--- src/rtl/vmicro16_timer_multi_apb_pkg.sv ---
// Shared register map and control-field layout for the multi-channel APB timer.
package vmicro16_timer_multi_apb_pkg;

  // Channel bank register offsets (S_PADDR[1:0])
  localparam logic [1:0] TIMR_LOAD     = 2'd0;
  localparam logic [1:0] TIMR_COUNT    = 2'd1;
  localparam logic [1:0] TIMR_CTRL     = 2'd2;
  localparam logic [1:0] TIMR_PRES     = 2'd3;

  // Global bank register offsets (S_PADDR[1:0] with the bank bit set)
  localparam logic [1:0] TIMR_G_STATUS = 2'd0;
  localparam logic [1:0] TIMR_G_START  = 2'd1;

  // CTRL bit positions
  localparam int TIMR_CTRL_EN      = 0;
  localparam int TIMR_CTRL_ONESHOT = 1;
  localparam int TIMR_CTRL_IE      = 2;
  localparam int TIMR_CTRL_W       = 3;

  // CTRL register layout; first member is the MSB so en lands on bit 0
  typedef struct packed {
    logic ie;
    logic oneshot;
    logic en;
  } timr_ctrl_t;

endpackage

--- src/rtl/vmicro16_timer_chan.sv ---
// One timer channel: LOAD/CTRL/PRES registers, prescaler, down-counter and expiry.
module vmicro16_timer_chan
  import vmicro16_timer_multi_apb_pkg::*;
#(
  parameter int DATA_WIDTH = 16
) (
  input  logic                  clk,
  input  logic                  reset,
  input  logic                  wr_load,
  input  logic                  wr_ctrl,
  input  logic                  wr_pres,
  input  logic                  start,
  input  logic [DATA_WIDTH-1:0] wdata,
  output logic                  expire,
  output timr_ctrl_t            ctrl,
  output logic [DATA_WIDTH-1:0] count,
  output logic [DATA_WIDTH-1:0] load,
  output logic [DATA_WIDTH-1:0] pres
);

  localparam logic [DATA_WIDTH-1:0] ONE = DATA_WIDTH'(1);

  logic [DATA_WIDTH-1:0] load_q, load_d;
  logic [DATA_WIDTH-1:0] pres_q, pres_d;
  logic [DATA_WIDTH-1:0] pres_cnt_q, pres_cnt_d;
  logic [DATA_WIDTH-1:0] count_q, count_d;
  timr_ctrl_t            ctrl_q, ctrl_d;
  logic                  tick;

  // Next-state for registers, prescaler and counter; a LOAD write overrides any tick
  always_comb begin
    tick   = ctrl_q.en && (pres_cnt_q == '0);
    expire = tick && (count_q == '0) && !wr_load;

    load_d = wr_load ? wdata : load_q;
    pres_d = wr_pres ? wdata : pres_q;

    // One-shot expiry drops EN; an explicit CTRL write or START then has the last word
    ctrl_d = ctrl_q;
    if (expire && ctrl_q.oneshot) ctrl_d.en = 1'b0;
    if (wr_ctrl) ctrl_d = timr_ctrl_t'(wdata[TIMR_CTRL_W-1:0]);
    if (start) ctrl_d.en = 1'b1;

    // Prescaler holds while disabled; reload uses the PRES value in effect now
    pres_cnt_d = pres_cnt_q;
    if (ctrl_q.en) pres_cnt_d = tick ? pres_q : (pres_cnt_q - ONE);
    if (wr_load || (ctrl_d.en && !ctrl_q.en)) pres_cnt_d = pres_q;

    count_d = count_q;
    if (wr_load) count_d = wdata;
    else if (tick) count_d = (count_q == '0) ? load_q : (count_q - ONE);
  end

  // Channel state flops
  always_ff @(posedge clk or negedge reset) begin
    if (!reset) begin
      load_q     <= '0;
      pres_q     <= '0;
      pres_cnt_q <= '0;
      count_q    <= '0;
      ctrl_q     <= '0;
    end else begin
      load_q     <= load_d;
      pres_q     <= pres_d;
      pres_cnt_q <= pres_cnt_d;
      count_q    <= count_d;
      ctrl_q     <= ctrl_d;
    end
  end

  assign ctrl  = ctrl_q;
  assign count = count_q;
  assign load  = load_q;
  assign pres  = pres_q;

endmodule

--- src/rtl/vmicro16_timer_multi_apb.sv ---
// APB slave wrapping CHANNELS timer channels with a shared W1C status register and irq.
module vmicro16_timer_multi_apb
  import vmicro16_timer_multi_apb_pkg::*;
#(
  parameter int DATA_WIDTH = 16,
  parameter int CHANNELS   = 4,
  parameter int CH_BITS    = $clog2(CHANNELS)
) (
  input  logic                  clk,
  input  logic                  reset,
  input  logic [CH_BITS+2:0]    S_PADDR,
  input  logic                  S_PWRITE,
  input  logic                  S_PSELx,
  input  logic                  S_PENABLE,
  input  logic [DATA_WIDTH-1:0] S_PWDATA,
  output logic [DATA_WIDTH-1:0] S_PRDATA,
  output logic                  S_PREADY,
  output logic [CHANNELS-1:0]   out,
  output logic                  irq
);

  logic               access, wr, bank_g;
  logic [CH_BITS-1:0] ch_idx;
  logic [1:0]         off;

  assign access = S_PSELx & S_PENABLE;
  assign wr     = access & S_PWRITE;
  assign bank_g = S_PADDR[CH_BITS+2];
  assign ch_idx = S_PADDR[CH_BITS+1:2];
  assign off    = S_PADDR[1:0];

  logic [CHANNELS-1:0]   expire_vec, en_vec, ie_vec;
  logic [CHANNELS-1:0]   status_q, status_d, clr_mask;
  timr_ctrl_t            ctrl_arr  [CHANNELS];
  logic [DATA_WIDTH-1:0] count_arr [CHANNELS];
  logic [DATA_WIDTH-1:0] load_arr  [CHANNELS];
  logic [DATA_WIDTH-1:0] pres_arr  [CHANNELS];

  for (genvar i = 0; i < CHANNELS; i++) begin : g_chan
    logic sel_ch;
    assign sel_ch = wr && !bank_g && (ch_idx == CH_BITS'(i));

    vmicro16_timer_chan #(
      .DATA_WIDTH(DATA_WIDTH)
    ) u_chan (
      .clk    (clk),
      .reset  (reset),
      .wr_load(sel_ch && (off == TIMR_LOAD)),
      .wr_ctrl(sel_ch && (off == TIMR_CTRL)),
      .wr_pres(sel_ch && (off == TIMR_PRES)),
      .start  (wr && bank_g && (off == TIMR_G_START) && S_PWDATA[i]),
      .wdata  (S_PWDATA),
      .expire (expire_vec[i]),
      .ctrl   (ctrl_arr[i]),
      .count  (count_arr[i]),
      .load   (load_arr[i]),
      .pres   (pres_arr[i])
    );

    assign en_vec[i] = ctrl_arr[i][TIMR_CTRL_EN];
    assign ie_vec[i] = ctrl_arr[i][TIMR_CTRL_IE];
  end

  // Sticky status: W1C clear, but a same-cycle expiry keeps the bit set
  always_comb begin
    clr_mask = '0;
    if (wr && bank_g && (off == TIMR_G_STATUS)) clr_mask = S_PWDATA[CHANNELS-1:0];
    status_d = (status_q & ~clr_mask) | expire_vec;
  end

  // Status register
  always_ff @(posedge clk or negedge reset) begin
    if (!reset) status_q <= '0;
    else        status_q <= status_d;
  end

  // Combinational read mux; zero outside the access phase
  always_comb begin
    S_PRDATA = '0;
    if (access) begin
      if (bank_g) begin
        case (off)
          TIMR_G_STATUS: S_PRDATA = DATA_WIDTH'(status_q);
          TIMR_G_START:  S_PRDATA = DATA_WIDTH'(en_vec);
          default:       S_PRDATA = '0;
        endcase
      end else begin
        case (off)
          TIMR_LOAD:  S_PRDATA = load_arr[ch_idx];
          TIMR_COUNT: S_PRDATA = count_arr[ch_idx];
          TIMR_CTRL:  S_PRDATA = DATA_WIDTH'(ctrl_arr[ch_idx]);
          default:    S_PRDATA = pres_arr[ch_idx];
        endcase
      end
    end
  end

  assign S_PREADY = access;
  assign out      = expire_vec;
  assign irq      = |(status_q & ie_vec);

endmodule

--- config.mk ---
export PLATFORM = sky130hd
export DESIGN_NAME = vmicro16_timer_multi_apb
export DESIGN_NICKNAME = d
export VERILOG_FILES = /design/src/rtl/vmicro16_timer_multi_apb_pkg.sv /design/src/rtl/vmicro16_timer_chan.sv /design/src/rtl/vmicro16_timer_multi_apb.sv
export SDC_FILE = /design/constraint.sdc
export NUM_CORES = 1
export LEC_CHECK = 0
export BUFFER_PORTS_ARGS = -buffer_cell sky130_fd_sc_hd__buf_4
export CORE_UTILIZATION = 30
export DETAILED_ROUTE_END_ITERATION = 8
export PLACE_DENSITY = 0.46
export SLEW_MARGIN = 0
export SYNTH_ARGS = -nofsm -noshare
export SYNTH_HDL_FRONTEND = slang
export SYNTH_SLANG_ARGS = --single-unit
export TNS_END_PERCENT = 10
--- constraint.sdc ---
create_clock -name clk -period 3.6 [get_ports clk]
set_input_delay 0.36 -clock clk [delete_from_list [all_inputs] [get_ports clk]]
set_output_delay 0.36 -clock clk [all_outputs]
set_load 0.05 [all_outputs]
# Yosys cells after proc, flatten, opt, wreduce, memory -nomap -nowiden
# Index checks and enable logic that the tools add are counted.
[op_classes]
addsub = 8
n_lt_le_gt_ge = 1
eq_ne = 6
muxes = 53
n_bitwise = 7
n_reduce_logical = 76
[ops]
columns = ["cell", "count"]
rows = [
  ["16-bit two-way mux", 32],
  ["16-bit zero test", 8],
  ["16-bit by 1-bit subtractor with 16-bit output, second input constant", 8],
  ["16-bit binary-select mux with 2-bit select", 3],
  ["16-bit one-hot mux with 3 select lines", 1],
  ["1-bit logical AND", 44],
  ["2-bit nonzero test", 8],
  ["1-bit two-way mux", 12],
  ["1-bit zero test", 9],
  ["4-bit bitwise AND", 2],
  ["2-bit == test, second input constant", 4],
  ["4-bit one-hot mux with 2 select lines", 1],
  ["3-bit binary-select mux with 2-bit select", 1],
  ["3-bit two-way mux", 2],
  ["2-bit by 1-bit == test with 1-bit output, second input constant", 2],
  ["2-bit zero test", 2],
  ["1-bit logical OR", 4],
  ["4-bit two-way mux", 1],
  ["4-bit NOT", 1],
  ["4-bit bitwise OR", 1],
  ["4-bit OR reduction", 1],
  ["3-bit greater-or-equal comparator, second input constant", 1],
  ["2-bit NOT with 3-bit output", 1],
  ["1-bit bitwise AND", 2],
]
[totals]
regBits = 272
input_bits = 26
wordCells = 180

# Logic depth before layout (Yosys ltp)
[logic_depth]
ltp_word = 14
depth_mapped = 10

# Hierarchy
# A second synthesis with hierarchy kept.
[hier_totals]
cells_unflattened = 1638
hier_area_um2 = 16557.1
[modules_own_cells]
columns = ["mod", "instances", "cells_per_inst", "area_each_um2", "seq_area_each_um2"]
rows = [
  ["vmicro16_timer_chan at g_chan[0].u_chan ...", 2, 352, 3599.7, 1676.6],
  ["vmicro16_timer_chan at g_chan[2].u_chan ...", 2, 368, 3558.4, 1676.6],
  ["vmicro16_timer_multi_apb", 1, 198, 2240.9, 100.1],
]

# Worst setup path after synthesis
# OpenSTA, ideal clock, no wires.
[synth_path]
path_type = "input to output"
startpoint = "in S_PADDR[2]"
endpoint = "out S_PRDATA[0]"
arrival_ps = 2929
required_time_ps = 3240
slack_ps = 311
stages = 8
path_buffers = 3
path_cell_list = "buf_2 > buf_1 > buf_1 > mux4_2 > mux2i_1 > nor3_1 > a21oi_1 > a21oi_1"
[synth_between]
elab_chain_cells = 7
word_cells_on_any_way = 16
cone_classes = "mux: 15; bitwise: 1"
[synth_rtl]
columns = ["item", "line_no", "text"]
rows = [
  ["from (decl)", "vmicro16_timer_multi_apb.sv:11", "input logic [CH_BITS+2:0] S_PADDR,"],
  ["2-bit NOT with 3-bit output (not written as such) (*)", "-", ""],
  ["16-bit binary-select mux with 2-bit select, or another cell as far along", "vmicro16_timer_multi_apb.sv:92", "default: S_PRDATA = pres_arr[ch_idx];"],
  ["16-bit two-way mux (not written as such), or another cell as far along (2 in series)", "vmicro16_timer_multi_apb.sv:92", ""],
  ["16-bit one-hot mux with 3 select lines (*)", "vmicro16_timer_multi_apb.sv:88", "case (off)"],
  ["16-bit two-way mux (*)", "vmicro16_timer_multi_apb.sv:81", "if (bank_g) begin"],
  ["16-bit two-way mux (*)", "vmicro16_timer_multi_apb.sv:80", "if (access) begin"],
  ["to (decl)", "vmicro16_timer_multi_apb.sv:16", "output logic [DATA_WIDTH-1:0] S_PRDATA,"],
]
# Mark *: on every way between the ends. The rest lies on a longest branch, timed or not. The select of a mux whose other input is x is not followed.

# Worst setup path in the final report
[layout_path]
startpoint = "reg g_chan[0].u_chan.pres_cnt_q[8]"
endpoint = "out out[0]"
[layout_between]
elab_chain_cells = 4
[layout_rtl]
columns = ["item", "line_no", "text"]
rows = [
  ["from (decl)", "vmicro16_timer_chan.sv:25", "logic [DATA_WIDTH-1:0] pres_cnt_q, pres_cnt_d;"],
  ["from (signal assigned)", "vmicro16_timer_chan.sv:65", "pres_cnt_q <= pres_cnt_d;"],
  ["16-bit zero test", "vmicro16_timer_chan.sv:32", "tick = ctrl_q.en && (pres_cnt_q == '0);"],
  ["1-bit logical AND", "vmicro16_timer_chan.sv:32", ""],
  ["1-bit logical AND (2 in series)", "vmicro16_timer_chan.sv:33", "expire = tick && (count_q == '0) && !wr_load;"],
  ["to (decl)", "vmicro16_timer_multi_apb.sv:18", "output logic [CHANNELS-1:0] out,"],
]
# No other way between the ends.

==> impl_summary.log <==
[metrics] Total Neg Setup Slack: 0 ns
[metrics] Worst Path Buf+Inv: 2
[metrics] master cell of the clock root buffer: clkbuf_16
[metrics] highest-count cells in the layout ignoring fill and taps: 281 x nand2_1, 272 x dfrtp_1, 133 x o21ai_0
[metrics] slowest cell on the critical path: or4_1
[metrics] synth-to-layout area growth: 15.24%
[metrics] distinct cell type count of the synthesized netlist: 74
[metrics] number of enable-type register cells in the synthesized netlist: 0
[metrics] Period minus WS final: 3.349 ns
[metrics] synthesized instance count: 1755
[metrics] proportion of synthesized chip area in sequential cells: 41.84%
[metrics] total clock buffers created by CTS: 36
[metrics] Mapped Nets: 1797
[metrics] share of the synthesized area in the top cell type: 41.84%
[metrics] final-stage net count: 1821
[metrics] cell row count: 84
[metrics] largest buffer count on any clock path: 3
[metrics] number of gates given a new drive strength after cts: 0
[metrics] Initial Util: 30.65%
[metrics] antenna violations before repair: 1
[metrics] die area: 0.05517 mm^2
[metrics] post-DR wirelength/cell: 24.76 um
[metrics] maximum achievable frequency: 298.6 MHz
[metrics] ratio of cells with drive above 1 in the final layout: 17.48%
[metrics] worst-margin pin slew: 1.094 ns
[metrics] cell type with the largest total area after synthesis: dfrtp_1
[metrics] final-report max-slew violation count: 0
[metrics] cell occurring most often along the worst timing path: buf_4
[metrics] DRC violation count after routing: 0
[metrics] number of max-capacitance violations reported: 0
[metrics] Synthesis Warnings: 0
[metrics] area of the core region: 0.05308 mm^2
[metrics] drt pass-1 iters: 5
[metrics] final number of hold-violating endpoints: 0
[metrics] DIE HEIGHT: 234.9 um
[metrics] Detailed Route WL: 61.67 mm
[metrics] clock latency of the later-clocked register in the worst-skew pair: 0.55 ns
[metrics] Global Route Usage Sum: 22.43%
[metrics] H-tree level count: 2
[metrics] Synth Cell Area: 0.01627 mm^2
[metrics] via count of the first global-routing pass: 13.47k
[metrics] launching element type of the critical path: register
[metrics] # IOs: 48
[metrics] Hold Crit Class: in -> reg
[metrics] via density per instance: 5.723
[metrics] CTS sink cnt: 272
[metrics] post-CTS clock slew at the launch and capture registers of the worst setup and hold paths: 0.06 ns
[metrics] crit path cell chain: or4_1, or3_1, nor4_2, buf_4, nand2_1, nor2_1, buf_4
[metrics] Clock Skews: 0.009367 ns
[metrics] fraction of synthesis flops using an asynchronous set or reset pin: 100.0%
[metrics] maximum ir drop on the vdd rail: 0.2773 mV
[metrics] top flip-flop cell by instance count after synthesis: dfrtp_1
[metrics] endpoint arrival time on the critical path: 2.99 ns
[metrics] register bit total from synthesis: 272
[metrics] wire length of the first global-routing pass: 92.72 mm
[metrics] maximum fanout along the worst path: 15
[metrics] number of port buffers: 47
[metrics] maximum number of pins on one net before global-route repair: 81
[metrics] GRT Residual Overflow: 0
[metrics] most common cell after layout, fill and taps aside: nand2_1
[metrics] family with the most delay on the worst path: simple AND/OR/NAND/NOR gates
[metrics] largest stage delay on the critical path: 0.58 ns
[metrics] number of failing setup endpoints in the final timing report: 0
[metrics] Routability Congestion: 0.9286
[metrics] Synth Area per Inst: 9.270 um^2
[metrics] detailed placement HPWL: 44.71 mm
[metrics] Iteration-0 DRC Markers: 1270
[metrics] Leak Pwr: 8.163 nW
[metrics] total power density per cell area: 516.4 mW/mm^2
[metrics] final clock period utilization by the worst path: 93.02%
[metrics] final standard cell utilization of the core: 35.32%
[metrics] final antenna-violating net count: 0
[metrics] WHS: 0.1572 ns
[metrics] status: complete, no violations
[metrics] dominant cells by area after synthesis: dfrtp_1 42%, mux4_2 7.1%, nand2_1 6.5%
[metrics] clock tree from TritonCTS: built
[metrics] die outline width: 234.9 um
[metrics] number of fillers in the final layout: 5322
[metrics] setup repair after global routing missed its margin: no
[metrics] Slew HR: 27.08%
[metrics] required time of the critical path: 3.24 ns
[metrics] via total after detailed routing: 14.26k
[metrics] Worst Setup Path Type: reg -> out
[metrics] critical path capture point type: primary output
[flip-flops by register name (all words and copies together) (netlist names)]
register	count
g_chan.u_chan.pres_cnt_q	64
g_chan.u_chan.count	64
g_chan.u_chan.load	64
status_q	4
g_chan.u_chan.ctrl	12
g_chan.u_chan.pres	64
[cells by family (layout without fill, tap and decap cells)]
group           count (synthesis)  in the layout  synth area share [%]
compound gates                426            426                 17.04
xor+xnor                       13             13                0.6998
fa+ha+maj                      16             16                 1.230
buf+inv                       179            226                 4.476
flops                         272            272                 41.84
mux                           168            168                 14.82
other cells                     0              1                     0
simple gates                  681            681                 19.90
[power by group]
part	switching, mW	total (mW)	leakage, nW	internal [mW]
sequential	0.669	4.15	3.43	3.48
combinational	1.00	1.79	4.13	0.782
clock	1.42	3.75	0.597	2.32
total	3.10	9.68	8.16	6.58
[worst min-delay path, stage by stage]
cell and delay (ns):
buf_4 0.17, nand2_1 0.07, nand2_1 0.04
[path summary, 6_finish.rpt]
check                                                           start                                           to  slack [ns]  depth (start not counted)
setup / recovery           g_chan[0].u_chan.pres_cnt_q[8]$_DFFE_PN0P_                                       out[0]        0.25                          7
hold / removal                                            S_PWDATA[3]         g_chan[0].u_chan.load[3]$_DFFE_PN0P_        0.16                          3
setup reg to reg                g_chan[2].u_chan.count[6]$_DFFE_PN0P_  g_chan[2].u_chan.pres_cnt_q[11]$_DFFE_PN0P_        0.70                          6
hold reg to reg                 g_chan[1].u_chan.load[11]$_DFFE_PN0P_        g_chan[1].u_chan.load[11]$_DFFE_PN0P_        0.51                          2
max in group asynchronous                                       reset         g_chan[2].u_chan.pres[8]$_DFFE_PN0P_        2.29                          3
min in group asynchronous                                       reset         g_chan[0].u_chan.load[5]$_DFFE_PN0P_        0.40                          2
[layer usage]
| layer | vias to the layer above | wire length (um) | GRT usage (%) |
|---|---|---|---|
| met2 | 396 | 26590 | 33.09 |
| met4 | 0 | 1344 | 5.941 |
| met5 | - | 0 | 0 |
| met1 | 7262 | 30260 | 34.16 |
| met3 | 61 | 3472 | 2.855 |
| li1 | 6537 | - | - |
[timing repair]
item	in CTS	in global routing
hold endpoints to repair	77	0
setup endpoints to repair	0	0
buffers inserted	0	0
hold buffers	1	0
[synth_stat cells, types with 22 or more instances]
library cell and n:
dfrtp_1 272, nor4_1 26, nand3_1 53, nor3_1 58, mux2i_1 44, o21ai_0 133
inv_1 57, mux2_2 73, a21oi_1 87, a22oi_1 35, mux4_2 51, nand4_1 22
clkbuf_1 90, a211oi_1 24, nor2_1 126, nand2_1 281
[cell type report]
class / instances / area, um^2 / share of cell area [%]
diodes: 1 / 2.502 / 0.01335
clock buffers: 51 / 1059 / 5.646
clock inverters: 10 / 156.4 / 0.8342
inverters: 57 / 214.0 / 1.141
multi-input cells: 1304 / 8791 / 46.89
flip-flops and latches: 272 / 6807 / 36.31
well taps: 688 / 860.8 / 4.592
repair buffers: 108 / 858.3 / 4.578
[per-stage QoR]
step                power [mW]  setup slack (ns)  instance area (um^2)  cells
detailed placement       5.961            0.5689                 17520   2428
CTS                      9.756            0.2270                 18750   2490
finish                   9.682            0.2512                 18750   2491
global placement         5.927            0.6582                 17520   2428
floorplan                5.172            0.3106                 16270   1755
global route             10.14           0.09347                 18750   2490
Power figures use the tool's default switching activity.
